`src/rtl/dmem_arbiter_if.sv`:
```
// dmem_arbiter_if: request/response and memory-side bundle for dmem_arbiter.
// slave = arbiter side, master = requesters plus memory model side.
interface dmem_arbiter_if #(
  parameter int ADDR_WIDTH = 6,
  parameter int DATA_WIDTH = 32
);
  logic                  Req0Valid;
  logic                  Req0Write;
  logic [ADDR_WIDTH-1:0] Req0Address;
  logic [DATA_WIDTH-1:0] Req0WriteData;
  logic                  Req0Ready;
  logic                  Req1Valid;
  logic                  Req1Write;
  logic [ADDR_WIDTH-1:0] Req1Address;
  logic [DATA_WIDTH-1:0] Req1WriteData;
  logic                  Req1Ready;
  logic                  Resp0Valid;
  logic [DATA_WIDTH-1:0] Resp0ReadData;
  logic                  Resp1Valid;
  logic [DATA_WIDTH-1:0] Resp1ReadData;
  logic [ADDR_WIDTH-1:0] MemAddress;
  logic [DATA_WIDTH-1:0] MemWriteData;
  logic                  MemoryRead;
  logic                  MemoryWrite;
  logic [DATA_WIDTH-1:0] MemReadData;
  logic                  Busy;

  modport slave (
    input  Req0Valid, Req0Write, Req0Address, Req0WriteData,
    input  Req1Valid, Req1Write, Req1Address, Req1WriteData,
    input  MemReadData,
    output Req0Ready, Req1Ready,
    output Resp0Valid, Resp0ReadData, Resp1Valid, Resp1ReadData,
    output MemAddress, MemWriteData, MemoryRead, MemoryWrite,
    output Busy
  );

  modport master (
    output Req0Valid, Req0Write, Req0Address, Req0WriteData,
    output Req1Valid, Req1Write, Req1Address, Req1WriteData,
    output MemReadData,
    input  Req0Ready, Req1Ready,
    input  Resp0Valid, Resp0ReadData, Resp1Valid, Resp1ReadData,
    input  MemAddress, MemWriteData, MemoryRead, MemoryWrite,
    input  Busy
  );
endinterface

```
`src/rtl/dmem_arbiter.sv`:
```
// dmem_arbiter: two-requester arbiter and access sequencer for the data memory.
// Ports: Clock, Reset_n (async low), bus (slave: requests, responses, memory, Busy).
module dmem_arbiter #(
  parameter int ADDR_WIDTH     = 6,
  parameter int DATA_WIDTH     = 32,
  parameter int FIXED_PRIORITY = 0
) (
  input logic           Clock,
  input logic           Reset_n,
  dmem_arbiter_if.slave bus
);
  typedef enum logic [1:0] {
    IDLE,
    ACCESS,
    CAPTURE
  } state_t;

  state_t                state;
  logic                  last_grant;
  logic                  grant_id;
  logic                  gnt1;
  logic                  idle;
  logic                  any_valid;
  logic                  sel_write;
  logic [ADDR_WIDTH-1:0] sel_addr;
  logic [DATA_WIDTH-1:0] sel_wdata;

  // On a tie the requester that did not win last time goes first,
  // unless fixed priority pins the tie to requester 0.
  always_comb begin
    gnt1 = bus.Req1Valid;
    if (bus.Req0Valid && bus.Req1Valid) begin
      gnt1 = (FIXED_PRIORITY != 0) ? 1'b0 : ~last_grant;
    end
    sel_write = gnt1 ? bus.Req1Write     : bus.Req0Write;
    sel_addr  = gnt1 ? bus.Req1Address   : bus.Req0Address;
    sel_wdata = gnt1 ? bus.Req1WriteData : bus.Req0WriteData;
  end

  assign idle      = (state == IDLE);
  assign any_valid = bus.Req0Valid | bus.Req1Valid;
  assign bus.Req0Ready = idle & bus.Req0Valid & ~gnt1;
  assign bus.Req1Ready = idle & gnt1;

  always_ff @(posedge Clock or negedge Reset_n) begin
    if (!Reset_n) begin
      state             <= IDLE;
      last_grant        <= 1'b1;
      grant_id          <= 1'b0;
      bus.MemAddress    <= '0;
      bus.MemWriteData  <= '0;
      bus.MemoryRead    <= 1'b0;
      bus.MemoryWrite   <= 1'b0;
      bus.Resp0Valid    <= 1'b0;
      bus.Resp1Valid    <= 1'b0;
      bus.Resp0ReadData <= '0;
      bus.Resp1ReadData <= '0;
      bus.Busy          <= 1'b0;
    end else begin
      bus.Resp0Valid <= 1'b0;
      bus.Resp1Valid <= 1'b0;
      unique case (state)
        IDLE: begin
          if (any_valid) begin
            bus.MemAddress   <= sel_addr;
            bus.MemWriteData <= sel_wdata;
            bus.MemoryWrite  <= sel_write;
            bus.MemoryRead   <= ~sel_write;
            grant_id         <= gnt1;
            last_grant       <= gnt1;
            bus.Busy         <= 1'b1;
            state            <= ACCESS;
          end
        end
        ACCESS: begin
          bus.MemoryRead  <= 1'b0;
          bus.MemoryWrite <= 1'b0;
          // The write has committed mid-cycle; reads need one more
          // cycle for the memory's registered output.
          if (bus.MemoryWrite) begin
            bus.Resp0Valid <= ~grant_id;
            bus.Resp1Valid <= grant_id;
            bus.Busy       <= 1'b0;
            state          <= IDLE;
          end else begin
            state <= CAPTURE;
          end
        end
        CAPTURE: begin
          if (grant_id) begin
            bus.Resp1ReadData <= bus.MemReadData;
            bus.Resp1Valid    <= 1'b1;
          end else begin
            bus.Resp0ReadData <= bus.MemReadData;
            bus.Resp0Valid    <= 1'b1;
          end
          bus.Busy <= 1'b0;
          state    <= IDLE;
        end
        default: begin
          bus.Busy <= 1'b0;
          state    <= IDLE;
        end
      endcase
    end
  end
endmodule

```
`src/flat_wrapper.sv`:
```
// flat-port wrapper written by rule: the top's interface ports become plain ports
module dmem_arbiter_flat 
#(
  parameter int ADDR_WIDTH     = 6,
  parameter int DATA_WIDTH     = 32,
  parameter int FIXED_PRIORITY = 0
)
  (Clock, Reset_n, bus_Req0Valid, bus_Req0Write, bus_Req0Address, bus_Req0WriteData, bus_Req1Valid, bus_Req1Write, bus_Req1Address, bus_Req1WriteData, bus_MemReadData, bus_Req0Ready, bus_Req1Ready, bus_Resp0Valid, bus_Resp0ReadData, bus_Resp1Valid, bus_Resp1ReadData, bus_MemAddress, bus_MemWriteData, bus_MemoryRead, bus_MemoryWrite, bus_Busy);
  dmem_arbiter_if #(.ADDR_WIDTH(ADDR_WIDTH), .DATA_WIDTH(DATA_WIDTH)) bus_i ();
  input logic Clock;
  input logic Reset_n;
  input wire logic [$bits(bus_i.Req0Valid)-1:0] bus_Req0Valid;
  input wire logic [$bits(bus_i.Req0Write)-1:0] bus_Req0Write;
  input wire logic [$bits(bus_i.Req0Address)-1:0] bus_Req0Address;
  input wire logic [$bits(bus_i.Req0WriteData)-1:0] bus_Req0WriteData;
  input wire logic [$bits(bus_i.Req1Valid)-1:0] bus_Req1Valid;
  input wire logic [$bits(bus_i.Req1Write)-1:0] bus_Req1Write;
  input wire logic [$bits(bus_i.Req1Address)-1:0] bus_Req1Address;
  input wire logic [$bits(bus_i.Req1WriteData)-1:0] bus_Req1WriteData;
  input wire logic [$bits(bus_i.MemReadData)-1:0] bus_MemReadData;
  output wire logic [$bits(bus_i.Req0Ready)-1:0] bus_Req0Ready;
  output wire logic [$bits(bus_i.Req1Ready)-1:0] bus_Req1Ready;
  output wire logic [$bits(bus_i.Resp0Valid)-1:0] bus_Resp0Valid;
  output wire logic [$bits(bus_i.Resp0ReadData)-1:0] bus_Resp0ReadData;
  output wire logic [$bits(bus_i.Resp1Valid)-1:0] bus_Resp1Valid;
  output wire logic [$bits(bus_i.Resp1ReadData)-1:0] bus_Resp1ReadData;
  output wire logic [$bits(bus_i.MemAddress)-1:0] bus_MemAddress;
  output wire logic [$bits(bus_i.MemWriteData)-1:0] bus_MemWriteData;
  output wire logic [$bits(bus_i.MemoryRead)-1:0] bus_MemoryRead;
  output wire logic [$bits(bus_i.MemoryWrite)-1:0] bus_MemoryWrite;
  output wire logic [$bits(bus_i.Busy)-1:0] bus_Busy;
  assign bus_i.Req0Valid = bus_Req0Valid;
  assign bus_i.Req0Write = bus_Req0Write;
  assign bus_i.Req0Address = bus_Req0Address;
  assign bus_i.Req0WriteData = bus_Req0WriteData;
  assign bus_i.Req1Valid = bus_Req1Valid;
  assign bus_i.Req1Write = bus_Req1Write;
  assign bus_i.Req1Address = bus_Req1Address;
  assign bus_i.Req1WriteData = bus_Req1WriteData;
  assign bus_i.MemReadData = bus_MemReadData;
  assign bus_Req0Ready = bus_i.Req0Ready;
  assign bus_Req1Ready = bus_i.Req1Ready;
  assign bus_Resp0Valid = bus_i.Resp0Valid;
  assign bus_Resp0ReadData = bus_i.Resp0ReadData;
  assign bus_Resp1Valid = bus_i.Resp1Valid;
  assign bus_Resp1ReadData = bus_i.Resp1ReadData;
  assign bus_MemAddress = bus_i.MemAddress;
  assign bus_MemWriteData = bus_i.MemWriteData;
  assign bus_MemoryRead = bus_i.MemoryRead;
  assign bus_MemoryWrite = bus_i.MemoryWrite;
  assign bus_Busy = bus_i.Busy;
  dmem_arbiter #(.ADDR_WIDTH(ADDR_WIDTH), .DATA_WIDTH(DATA_WIDTH), .FIXED_PRIORITY(FIXED_PRIORITY)) u_core (.Clock(Clock), .Reset_n(Reset_n), .bus(bus_i));
endmodule
```
`config.mk`:
```
export PLATFORM = sky130hd
export DESIGN_NAME = dmem_arbiter_flat
export DESIGN_NICKNAME = d
export VERILOG_FILES = /design/src/rtl/dmem_arbiter_if.sv /design/src/rtl/dmem_arbiter.sv /design/src/flat_wrapper.sv
export SDC_FILE = /design/constraint.sdc
export NUM_CORES = 1
export LEC_CHECK = 0
export CAP_MARGIN = 40
export CORE_MARGIN = 3
export CORE_UTILIZATION = 37
export DETAILED_ROUTE_END_ITERATION = 12
export GPL_ROUTABILITY_DRIVEN = 0
export PLACE_DENSITY_LB_ADDON = 0.1
export SYNTH_ARGS = -nofsm -noshare
export SYNTH_HDL_FRONTEND = slang
export SYNTH_SLANG_ARGS = --single-unit
```
`constraint.sdc`:
```
create_clock -name Clock -period 1.6 [get_ports Clock]
set_input_delay 0.32 -clock Clock [delete_from_list [all_inputs] [get_ports Clock]]
set_output_delay 0.32 -clock Clock [all_outputs]
set_load 0.01 [all_outputs]
```
==> results.sh <==
export IMPL_critPathArrivalTime_ns=1.26
export IMPL_maxSlewViolCount=0
export IMPL_yosysTopAreaCellShare_pct=59.7
export IMPL_cp_slowest_cell="dfrtp_1"
export IMPL_worstSetupEndpoint="bus_Req0Ready"
export IMPL_hpwl_mm=8.89
export IMPL_ioPinCount=223
export IMPL_final_antenna_net_count=0
export IMPL_total_leakage_power_uw=0.00360
export IMPL_period_needed_ns=1.58
export IMPL_r2r_slack_ns=0.06
export IMPL_rsz0062_at_grt="yes"
export IMPL_grt_pass1_wl_mm=19.1
export IMPL_yosysMostFrequentCell="dfrtp_1"
export IMPL_ys_top_cells_by_count="dfrtp_1, mux2_2, nand2_1, mux2i_1, o21ai_1"
export IMPL_syn_area_um2=4610
export IMPL_layout_drive_gt1_share_pct=20.0
export IMPL_clk_pin_slew_ns=0.07
export IMPL_setup_violations=0
export IMPL_synth_ff_latch_count=111
export IMPL_cp_max_fo=3
export IMPL_cp_depth=5
export IMPL_clock_sinks=111
export IMPL_violations="negative hold slack"
export IMPL_fp_dieH_um=118
export IMPL_critical_path_top_delay_family="flip-flops"
export IMPL_hold_viol=1
export IMPL_path_cells="inv_2 -> ha_4 -> nand2_2 -> nor2_1 -> buf_2"
export IMPL_switchingPower_uw=4510
export IMPL_max_freq_mhz=634
export IMPL_critPathBufInv=2
export IMPL_antenna_found_initial=0
export IMPL_fin_crit_sh_pct=98.6
export IMPL_tightest_slew_ns=0.477
export IMPL_crit_path_start="u_core.state[0]"
export IMPL_p_sw_share_pct=31.9
export IMPL_num_vias=3540
export IMPL_hold_class="input pin to async pin"
export IMPL_place_area_um2=7130
export IMPL_area_delta_synth_final_pct=66.5
export IMPL_root_buffer="clkbuf_16"
export IMPL_cts_buffers=9
export IMPL_worstPathRequired_ns=1.28
export IMPL_r2r_end="u_core.bus.Busy"
export IMPL_internal_power_uw=9610
export IMPL_cap_violations=0
export IMPL_tns_ns=0
export IMPL_final_nets=703
export IMPL_globalRouteTotalUtil_pct=17.3
export IMPL_wl_mm=12.4
export IMPL_start_kind="flop"
export IMPL_rows=40
export IMPL_combPwrFrac_pct=49.4
export IMPL_fin_area_um2=7670
export IMPL_hold_buffers=0
export IMPL_slowest_delay_ns=0.38
export IMPL_async_flop_share_pct=100
export IMPL_port_buffers=222
export IMPL_clock_skew_final_ns=0.0112
export IMPL_ff2ff_path_depth=6
export IMPL_max_vdd_ir_drop_mv=0.803
export IMPL_clockPowerShare_pct=15.7
export IMPL_wl_per_cell_um=16.3
export IMPL_timing_rr_start="u_core.state[0]"
export IMPL_grt_overflow_total=0
export IMPL_coreArea_um2=12100
export IMPL_max_slew_margin_pct=68.2
export IMPL_clk_path_buf_depth=2
export IMPL_critPathKind="flop to output port"
export IMPL_drc=0
export IMPL_ys_types=29
export IMPL_yosysTopAreaCell="dfrtp_1"
export IMPL_drtIter0Drc=91
export IMPL_synthesis_nets=467
export IMPL_ys_seq_area_share_pct=60.3
export IMPL_whs_ns=-0.00212
export IMPL_diodes=0
export IMPL_ys_warn_count=0
export IMPL_dr_pass1_iters=4
export IMPL_cts_tree="done"
export IMPL_avgSynthCellArea_um2=13.2
export IMPL_netlist_instances=348
export IMPL_outcome="finished with violations"
export IMPL_final_util_pct=63.4
export IMPL_synth_edf_count=0
export IMPL_clock_latency_ns=0.34
export IMPL_seqPwrFrac_pct=34.9
export IMPL_die_area_um2=13800
export IMPL_grt_pass1_vias=3704
export IMPL_grt_max_degree=75
export IMPL_synth_area_leaders="dfrtp_1, mux2_2, mux2i_1"
export IMPL_synthFlopType="dfrtp_1"
export IMPL_end_kind="output port"
export IMPL_htreeDepth=3
export IMPL_start_util_pct=38.0
export IMPL_die_x_um=118
export IMPL_p_per_area_nw_per_um2=1840
export IMPL_post_drt_via_cell_ratio=4.68
layout make-up:
cell class | count | area (um^2)
Sequential cell | 111 | 2780
Multi-Input combinational cell | 213 | 1780
Inverter | 4 | 15.0
Tap cell | 168 | 210
Fill cell | 997 | 4440
Clock inverter | 3 | 42.5
Timing Repair Buffer | 245 | 2600
Clock buffer | 13 | 250
routing by layer:
layer | vias up | GRT usage [%] | share of wire (%)
li1 | 1686 | - | -
met1 | 1691 | 19.4 | 39
met2 | 149 | 30.2 | 50
met3 | 14 | 6.63 | 9.3
met4 | 0 | 5.86 | 1.6
met5 | - | 0 | 0
power by group through the flow:
| stage | combinational [uW] | clock (uW) | sequential (uW) |
|---|---|---|---|
| final | 6980 | 2220 | 4930 |
| after global routing | 7520 | 2390 | 5110 |
| after CTS | 6970 | 2280 | 4960 |
| after detailed placement | 6880 | 0 | 5000 |
| after global placement | 6800 | 0 | 4930 |
| after floorplan | 2340 | 0 | 5590 |
registers in the layout, indices dropped and copies added, names as in the netlist:
signal,flops
u_core.bus.Busy,1
u_core.bus.MemAddress,6
u_core.bus.MemWriteData,32
u_core.bus.MemoryRead,1
u_core.bus.MemoryWrite,1
u_core.bus.Resp0ReadData,32
u_core.bus.Resp0Valid,1
u_core.bus.Resp1ReadData,32
u_core.bus.Resp1Valid,1
u_core.grant_id,1
u_core.last_grant,1
u_core.state,2
metrics by stage:
step	worst slack (ns)	total power (uW)	cells
2_1_floorplan	0.0662	7930	348
3_3_place_gp	-0.422	11700	736
3_5_place_dp	-0.446	11900	736
4_1_cts	-0.0288	14200	754
5_1_grt	-0.0526	15000	757
6_report	0.0226	14100	757
cell usage in the layout (no fill, tap or decap), types with 2 or more instances in the layout:
cell type and count:
mux2i_1 39, dfrtp_1 110, dlymetal6s2s_1 33, clkbuf_1 3, mux2_4 2, nand2_1 40, nor2_1 3, buf_4 14
o21ai_1 38, inv_2 2, inv_1 2, mux2_2 62, clkdlybuf4s50_1 177, dlygate4sd2_1 9, o21ai_0 2, buf_12 4
buf_16 2, nand2_2 2, ha_1 2, buf_6 2, ha_4 3, mux2_1 2, clkbuf_16 11, a21oi_1 4
worst min-delay path by stage:
stage,end,startpoint
floorplan,u_core.bus.Busy,Reset_n
global placement,u_core.bus.Resp0ReadData[2],Reset_n
detailed placement,u_core.bus.Resp0ReadData[2],Reset_n
CTS,u_core.bus.Resp0ReadData[2],Reset_n
global route,u_core.bus.Resp0ReadData[2],Reset_n
finish,u_core.bus.Resp0ReadData[2],Reset_n
what timing repair did:
action / CTS / global route
pin swaps: 0 / 1
buffers inserted: 1 / 2
setup endpoints to repair: 36 / 99
gates resized for setup: 31 / 42
gates cloned: 1 / 2
worst register-to-register path: cells and delay by family, from the launching register on:
kind                       cells  cell delay (ns)
DFF                            1             0.38
and+or+nand+nor                1             0.30
muxes                          1             0.30
buffers and inverters          2             0.23
adders and majority gates      1             0.16
AOI/OAI and AO/OA              1             0.06
kinds of logic after synthesis:
family	synth area share, %
multiplexers	24.6
buffers and inverters	3.04
flip-flops	60.3
AO/OA/AOI/OAI	6.00
AND/OR/NAND/NOR	4.70
adder cells (fa/ha/maj)	1.36
Power figures use the tool's default switching activity.
